[src/rtl/fb_write_arbiter.sv]
// ---------------------------------------------------------------------------
// fb_write_arbiter
//
// Purpose:
//   Shares the single framebuffer (index RAM) write port between two
//   requesters, for example a host loader and a fill/blit engine. The port
//   is granted in bursts with round-robin arbitration. The write strobe,
//   address and data are registered. Beats whose address lies outside the
//   visible 800x600 frame are discarded and counted.
//
// Build option:
//   FB_VBLANK_GATE_EN - when defined, beats are only accepted while vblank
//                       is high. When undefined, the vblank input is ignored.
//
// Parameters:
//   ADDR_W    - write address width (19)
//   DATA_W    - colour-index width (8)
//   FB_WORDS  - number of valid words; any address >= FB_WORDS is dropped
//   MAX_BURST - maximum beats per grant before a forced release (>= 1)
//
// Ports:
//   sys_clk      in   sole clock, all logic on the rising edge
//   reset_n      in   asynchronous active-low reset
//   req0_valid   in   requester 0 beat valid
//   req0_addr    in   requester 0 beat address
//   req0_data    in   requester 0 beat data
//   req0_last    in   requester 0 final beat of burst
//   req0_ready   out  requester 0 beat accepted when high with valid
//   req1_*            same set for requester 1
//   vblank       in   vertical-blank flag, already synchronous to sys_clk
//   wr_en        out  registered framebuffer write strobe
//   wr_addr      out  registered framebuffer write address
//   wr_data      out  registered framebuffer write data
//   busy         out  high while a requester owns the port
//   drop_count   out  saturating count of discarded out-of-range beats
// ---------------------------------------------------------------------------
module fb_write_arbiter #(
  parameter int ADDR_W    = 19,
  parameter int DATA_W    = 8,
  parameter int FB_WORDS  = 480000,
  parameter int MAX_BURST = 16
) (
  input  logic              sys_clk,
  input  logic              reset_n,

  input  logic              req0_valid,
  input  logic [ADDR_W-1:0] req0_addr,
  input  logic [DATA_W-1:0] req0_data,
  input  logic              req0_last,
  output logic              req0_ready,

  input  logic              req1_valid,
  input  logic [ADDR_W-1:0] req1_addr,
  input  logic [DATA_W-1:0] req1_data,
  input  logic              req1_last,
  output logic              req1_ready,

  input  logic              vblank,

  output logic              wr_en,
  output logic [ADDR_W-1:0] wr_addr,
  output logic [DATA_W-1:0] wr_data,
  output logic              busy,
  output logic [15:0]       drop_count
);

  // Arbiter states. OWN0/OWN1 mean that requester currently holds the port.
  localparam logic [1:0] ST_IDLE = 2'd0;
  localparam logic [1:0] ST_OWN0 = 2'd1;
  localparam logic [1:0] ST_OWN1 = 2'd2;

  // The beat counter only has to reach MAX_BURST-1: the MAX_BURST-th beat
  // ends the burst and clears it instead of incrementing.
  localparam int              CNT_W    = (MAX_BURST > 1) ? $clog2(MAX_BURST) : 1;
  localparam logic [CNT_W-1:0] CNT_LAST = CNT_W'(MAX_BURST - 1);

  // The range limit is compared one bit wider than the address so that a
  // frame size equal to 2**ADDR_W would still be representable.
  localparam int               LIMIT_W    = ADDR_W + 1;
  localparam logic [LIMIT_W-1:0] ADDR_LIMIT = LIMIT_W'(FB_WORDS);

  localparam logic [15:0] DROP_MAX = 16'hFFFF;

  logic [1:0]        state_q, state_d;
  logic              last_owner_q, last_owner_d;
  logic [CNT_W-1:0]  beat_cnt_q, beat_cnt_d;
  logic              wr_en_q, wr_en_d;
  logic [ADDR_W-1:0] wr_addr_q, wr_addr_d;
  logic [DATA_W-1:0] wr_data_q, wr_data_d;
  logic [15:0]       drop_q, drop_d;

  logic              gate_open;
  logic              owning;
  logic              owner_id;
  logic              own_valid;
  logic [ADDR_W-1:0] own_addr;
  logic [DATA_W-1:0] own_data;
  logic              own_last;
  logic              other_valid;
  logic              accept;
  logic              burst_end;
  logic              in_range;

  // Acceptance gate. With the vblank option the current owner keeps the
  // port outside vblank but cannot move beats, so a burst that straddles the
  // end of vblank simply stalls and resumes at the next vblank.
`ifdef FB_VBLANK_GATE_EN
  assign gate_open = vblank;
`else
  logic vblank_unused;
  assign vblank_unused = vblank;
  assign gate_open     = 1'b1;
`endif

  // Ready depends only on ownership and the gate, never on valid, so a
  // requester may raise valid in response to ready without a loop.
  assign req0_ready = (state_q == ST_OWN0) && gate_open;
  assign req1_ready = (state_q == ST_OWN1) && gate_open;

  assign owning = (state_q == ST_OWN0) || (state_q == ST_OWN1);
  assign busy   = (state_q != ST_IDLE);

  // Route the owning requester's beat onto a common set of signals, and
  // pick out the other requester's valid for the handover decision.
  always_comb begin
    owner_id    = 1'b0;
    own_valid   = 1'b0;
    own_addr    = '0;
    own_data    = '0;
    own_last    = 1'b0;
    other_valid = 1'b0;
    case (state_q)
      ST_OWN0: begin
        owner_id    = 1'b0;
        own_valid   = req0_valid;
        own_addr    = req0_addr;
        own_data    = req0_data;
        own_last    = req0_last;
        other_valid = req1_valid;
      end
      ST_OWN1: begin
        owner_id    = 1'b1;
        own_valid   = req1_valid;
        own_addr    = req1_addr;
        own_data    = req1_data;
        own_last    = req1_last;
        other_valid = req0_valid;
      end
      default: begin
        owner_id    = 1'b0;
      end
    endcase
  end

  // A beat moves when the owner is valid and the gate is open. The burst
  // ends on its last beat or on the MAX_BURST-th beat; dropped beats count
  // towards both just like written ones.
  assign accept    = owning && own_valid && gate_open;
  assign burst_end = accept && (own_last || (beat_cnt_q == CNT_LAST));
  assign in_range  = ({1'b0, own_addr} < ADDR_LIMIT);

  // Arbitration and burst tracking. In IDLE a lone request is granted
  // directly; a tie goes to whoever did not own the port last. At the end
  // of a burst a waiting peer takes over on the very next cycle, otherwise
  // the arbiter falls back to IDLE. A requester that lowers valid mid-burst
  // keeps the port indefinitely.
  always_comb begin
    state_d      = state_q;
    last_owner_d = last_owner_q;
    beat_cnt_d   = beat_cnt_q;
    case (state_q)
      ST_IDLE: begin
        if (req0_valid && (!req1_valid || last_owner_q)) begin
          state_d = ST_OWN0;
        end else if (req1_valid) begin
          state_d = ST_OWN1;
        end
      end
      ST_OWN0, ST_OWN1: begin
        if (burst_end) begin
          last_owner_d = owner_id;
          beat_cnt_d   = '0;
          if (other_valid) begin
            state_d = (state_q == ST_OWN0) ? ST_OWN1 : ST_OWN0;
          end else begin
            state_d = ST_IDLE;
          end
        end else if (accept) begin
          beat_cnt_d = beat_cnt_q + 1'b1;
        end
      end
      default: begin
        state_d    = ST_IDLE;
        beat_cnt_d = '0;
      end
    endcase
  end

  // Write port and drop counter. Only in-range beats produce a one-cycle
  // write strobe; the address/data registers hold their last written value
  // otherwise. Out-of-range beats bump the counter, which sticks at all-ones.
  always_comb begin
    wr_en_d   = accept && in_range;
    wr_addr_d = wr_addr_q;
    wr_data_d = wr_data_q;
    drop_d    = drop_q;
    if (accept && in_range) begin
      wr_addr_d = own_addr;
      wr_data_d = own_data;
    end
    if (accept && !in_range && (drop_q != DROP_MAX)) begin
      drop_d = drop_q + 16'd1;
    end
  end

  // All state returns to reset values immediately on reset_n low, so a beat
  // accepted in the same cycle never reaches the framebuffer. last_owner
  // resets to requester 1 so that requester 0 wins the first tie.
  always_ff @(posedge sys_clk or negedge reset_n) begin
    if (!reset_n) begin
      state_q      <= ST_IDLE;
      last_owner_q <= 1'b1;
      beat_cnt_q   <= '0;
      wr_en_q      <= 1'b0;
      wr_addr_q    <= '0;
      wr_data_q    <= '0;
      drop_q       <= '0;
    end else begin
      state_q      <= state_d;
      last_owner_q <= last_owner_d;
      beat_cnt_q   <= beat_cnt_d;
      wr_en_q      <= wr_en_d;
      wr_addr_q    <= wr_addr_d;
      wr_data_q    <= wr_data_d;
      drop_q       <= drop_d;
    end
  end

  assign wr_en      = wr_en_q;
  assign wr_addr    = wr_addr_q;
  assign wr_data    = wr_data_q;
  assign drop_count = drop_q;

endmodule

[config.mk]
export PLATFORM = sky130hd
export DESIGN_NAME = fb_write_arbiter
export DESIGN_NICKNAME = d
export VERILOG_FILES = /design/src/rtl/fb_write_arbiter.sv
export SDC_FILE = /design/constraint.sdc
export NUM_CORES = 1
export LEC_CHECK = 0
export CORE_MARGIN = 4
export CORE_UTILIZATION = 35
export DETAILED_ROUTE_END_ITERATION = 12
export GPL_TIMING_DRIVEN = 0
export PLACE_DENSITY = 0.69
export SLEW_MARGIN = 20
export SYNTH_ARGS = -nofsm -noshare
export SYNTH_HDL_FRONTEND = slang
export SYNTH_SLANG_ARGS = --single-unit
[constraint.sdc]
create_clock -name sys_clk -period 3 [get_ports sys_clk]
set_input_delay 0.6 -clock sys_clk [delete_from_list [all_inputs] [get_ports sys_clk]]
set_output_delay 0.6 -clock sys_clk [all_outputs]
set_load 0.02 [all_outputs]
==> summary.md <==
Max-cap violations in this run came to 0. The maximum frequency from static timing analysis came out at 380.1 MHz. The total of flip-flops plus latches after synthesis came out at 51. The number of library cell types mapped by synthesis is 44. The via count of the first global-routing pass was 2391; the number of hold violations in the final report was 0. The cell sitting at the root of the clock tree is a clkbuf_8. After technology mapping, the gate count stands at 244. In the layout the commonest cells are clkdlybuf4s50_1, dfrtp_1, o22a_1, a221o_1, nand3_1.

The most used flip-flop cell after synthesis is dfrtp_1. The area of the mapped netlist is 2703 um2. The x dimension of the die is 95.88 um, and the fraction of synthesized cell area taken by the top area cell type is 46.30%. Detailed placement ended at an HPWL of 5886 um. The initialized floorplan defines 31 standard-cell rows. The number of warnings reported in the yosys synthesis log was 0. After global routing the overflow that remains totals 0.

Setup repair after global routing left no endpoint under its margin. Post-detailed-route count of antenna-violating nets: 0. The leakage power total was 1.644 nW; the initial antenna violation count was 0.

The clock drives 51 sinks. The logs give 54.31% for the final core utilization and 0 for the number of buffers inserted for hold repair after clock tree synthesis. The logs give 4 for the number of detailed-route iterations in the first pass and 12000 um for the global-route wire length before repair.

The final critical-path required period was 2.631 ns; the number of primary I/O pins was 108. At the pin with the least slew margin, the transition time is 0.6564 ns. The average via count per standard cell is 5.326, and the count of routing violations after the opening detailed-route iteration is 98. The routed layout has 2434 vias. The fraction of the yosys area taken by sequential cells came out at 47.27%.

For the H-tree depth, the log shows 2. Entering global routing, the biggest net connects 52 pins. The average cell area after synthesis came out at 11.08 um2.

The post-synthesis async set-or-reset flop share is 100.0%, and the post-synthesis to final-layout area growth is 48.10%. The buffer levels on the longest clock path came out at 2. VDD sags by at most 0.3491 mV. Critical path class: flop to flop. Setup violations remaining at the end of the flow were counted as 0. In this run the post-CTS setup repair buffer count came out at 0. After clock tree synthesis, the repair step resized 0 gates. Of the available clock period, the critical path in the final layout requires 87.70%. For this configuration, the core starts out at a cell density of 36.67%. In this run the worst hold path is classified as primary input to asynchronous set/reset pin. The final count of pins violating max slew was 0. Walking the worst path, the cells encountered are inv_1 -> ha_1 -> buf_6 -> buf_6 -> a22o_1 -> nand2_2 -> a21oi_1 -> buf_2 -> nand4_1 -> xnor2_1.

For the critical path required time, the log shows 3.19 ns. Biggest area consumer among synthesized cells: dfrtp_1. On the final layout, the worst clock skew is 0.005718 ns. The count of input and output buffers works out to 106.

The core region is 7370 um2. From bottom edge to top edge, the die measures 95.88 um. The clock latency on the worst-skew pair is 0.30 ns. Including well taps, the total number of placed cells is 449.

Leaving out filler cells and counting taps, the final layout contains 457. The synthesized netlist net count was 311; the peak per-stage delay on the critical path was 0.41 ns. The critical path's most frequent cell is buf_6. By area the synthesized netlist is led by dfrtp_1, a221o_1, o22a_1.

The DRC violations left was 0. The flow ran to the end, and the final reports show no timing, DRC or antenna violations. The number of nets in the final layout is 424, and the fraction of layout instances using a drive strength above 1 is 9.218%. The critical path contains buffers and inverters numbering 4 combined. The largest fanout of any net on the critical path is 10, and the final routed wire length divided by cell count is 16.99 um. The congestion estimate from routability-driven global placement came to 0.8753. The commonest non-fill, non-tap cell in the layout was clkdlybuf4s50_1. The sum of routed wire length over all layers was 7766 um; the CTS clock-pin slew for the worst setup and hold paths was 0.09 ns. Broken down by cell family, the worst path's largest delay share belongs to buffers and inverters. The worst pin sits at a relative slew slack of 56.24%.

The power per cell area came out at 800.9 nW/um2. 0 antenna diodes ended up in the layout. Counting the buffers created by CTS gives 5.

The floorplan step defined a die boundary enclosing 9192 um2. Endpoint type of the worst setup path: a flop. TritonCTS built the clock tree. For this design, the slowest cell found on the critical path is dfrtp_1. STA classifies the critical path startpoint as a flop. In this run, synthesis inferred 0 flip-flops with an integrated enable. The tools report the data arrival time at the worst-slack endpoint as 2.82 ns. Global routing used 16.86% of the available tracks.
area by class of cell:
class                   count  area (um2)
fillers                   680        3367
multi-input cells         170        1292
flip-flops and latches     51        1277
plain buffers              16       106.4
well taps                  99       123.9
clock buffers               6       82.58
repair buffers            106        1059
inverters                   7       26.28
clock inverters             2       35.03
Yosys cell counts, types with 3 or more instances:
cell type  count
nand2_1       14
and3_1         8
xnor2_1       13
buf_6          5
a221o_1       16
nor2_1         5
and2_1         4
a22oi_1        6
o31ai_1        3
mux2_2         7
o21ai_0        7
a21o_1         4
a21oi_1        4
nand4_1        9
dfrtp_1       50
ha_1           6
buf_2          4
inv_1          7
nand3_1       15
clkbuf_1       6
o22a_1        18
a22o_1         6
a2bb2oi_1      3
flip-flops by register name, indices dropped and copies added (netlist names):
signal / cells
drop_count: 16
last_owner_q: 1
wr_en: 1
wr_addr: 19
beat_cnt_q: 4
state_q: 2
wr_data: 8
per-stage QoR:
| step | power [mW] | setup TNS (ns) | instance area (um2) | setup WS (ns) | hold WS, ns |
|---|---|---|---|---|---|
| final | 3.206 | 0 | 4003 | 0.3691 | 0.3114 |
| after global routing | 3.402 | 0 | 4003 | 0.2064 | 0.3730 |
| after CTS | 3.240 | 0 | 4003 | 0.4257 | 0.3391 |
| after detailed placement | 2.733 | 0 | 3885 | 0.2309 | 0.4722 |
| after global placement | 2.695 | -10.47 | 3887 | -0.2123 | 0.4728 |
| after floorplan | 2.014 | 0 | 2703 | 0.5874 | 0.3044 |
worst paths after layout:
kind	startpoint	to	slack (ns)	depth (start not counted)
max reg2reg	state_q[1]	drop_count[15]	0.37	10
min	reset_n	wr_data[4]	0.31	1
min in group sys_clk	beat_cnt_q[3]	beat_cnt_q[3]	0.49	1
max in group asynchronous	reset_n	drop_count[9]	2.24	1
max	state_q[1]	drop_count[15]	0.37	10
min reg2reg	beat_cnt_q[3]	beat_cnt_q[3]	0.49	1
report_power, final:
part | leakage, nW | total, mW | internal, mW | switching [mW]
logic | 0.931 | 1.69 | 0.820 | 0.869
registers | 0.651 | 1.02 | 0.906 | 0.112
clock network | 0.0612 | 0.499 | 0.270 | 0.229
layer usage:
layer / up-vias / GRT usage (%) / routed length (um)
met1: 1184 / 22.30 / 3448
met4: 0 / 5.332 / 108
li1: 1161 / - / -
met2: 81 / 27.85 / 3714
met5: - / 0 / 0
met3: 8 / 3.206 / 494
cells by family after synthesis:
logic type      Yosys count  share of synthesized area (%)
flops                    51                          47.27
mux                      10                          4.074
buf+inv                  23                          4.908
fa+ha+maj                 6                          2.778
xor+xnor                 14                          4.537
simple gates             65                          13.10
compound gates           75                          23.33
(Power assumes the default switching activity.)
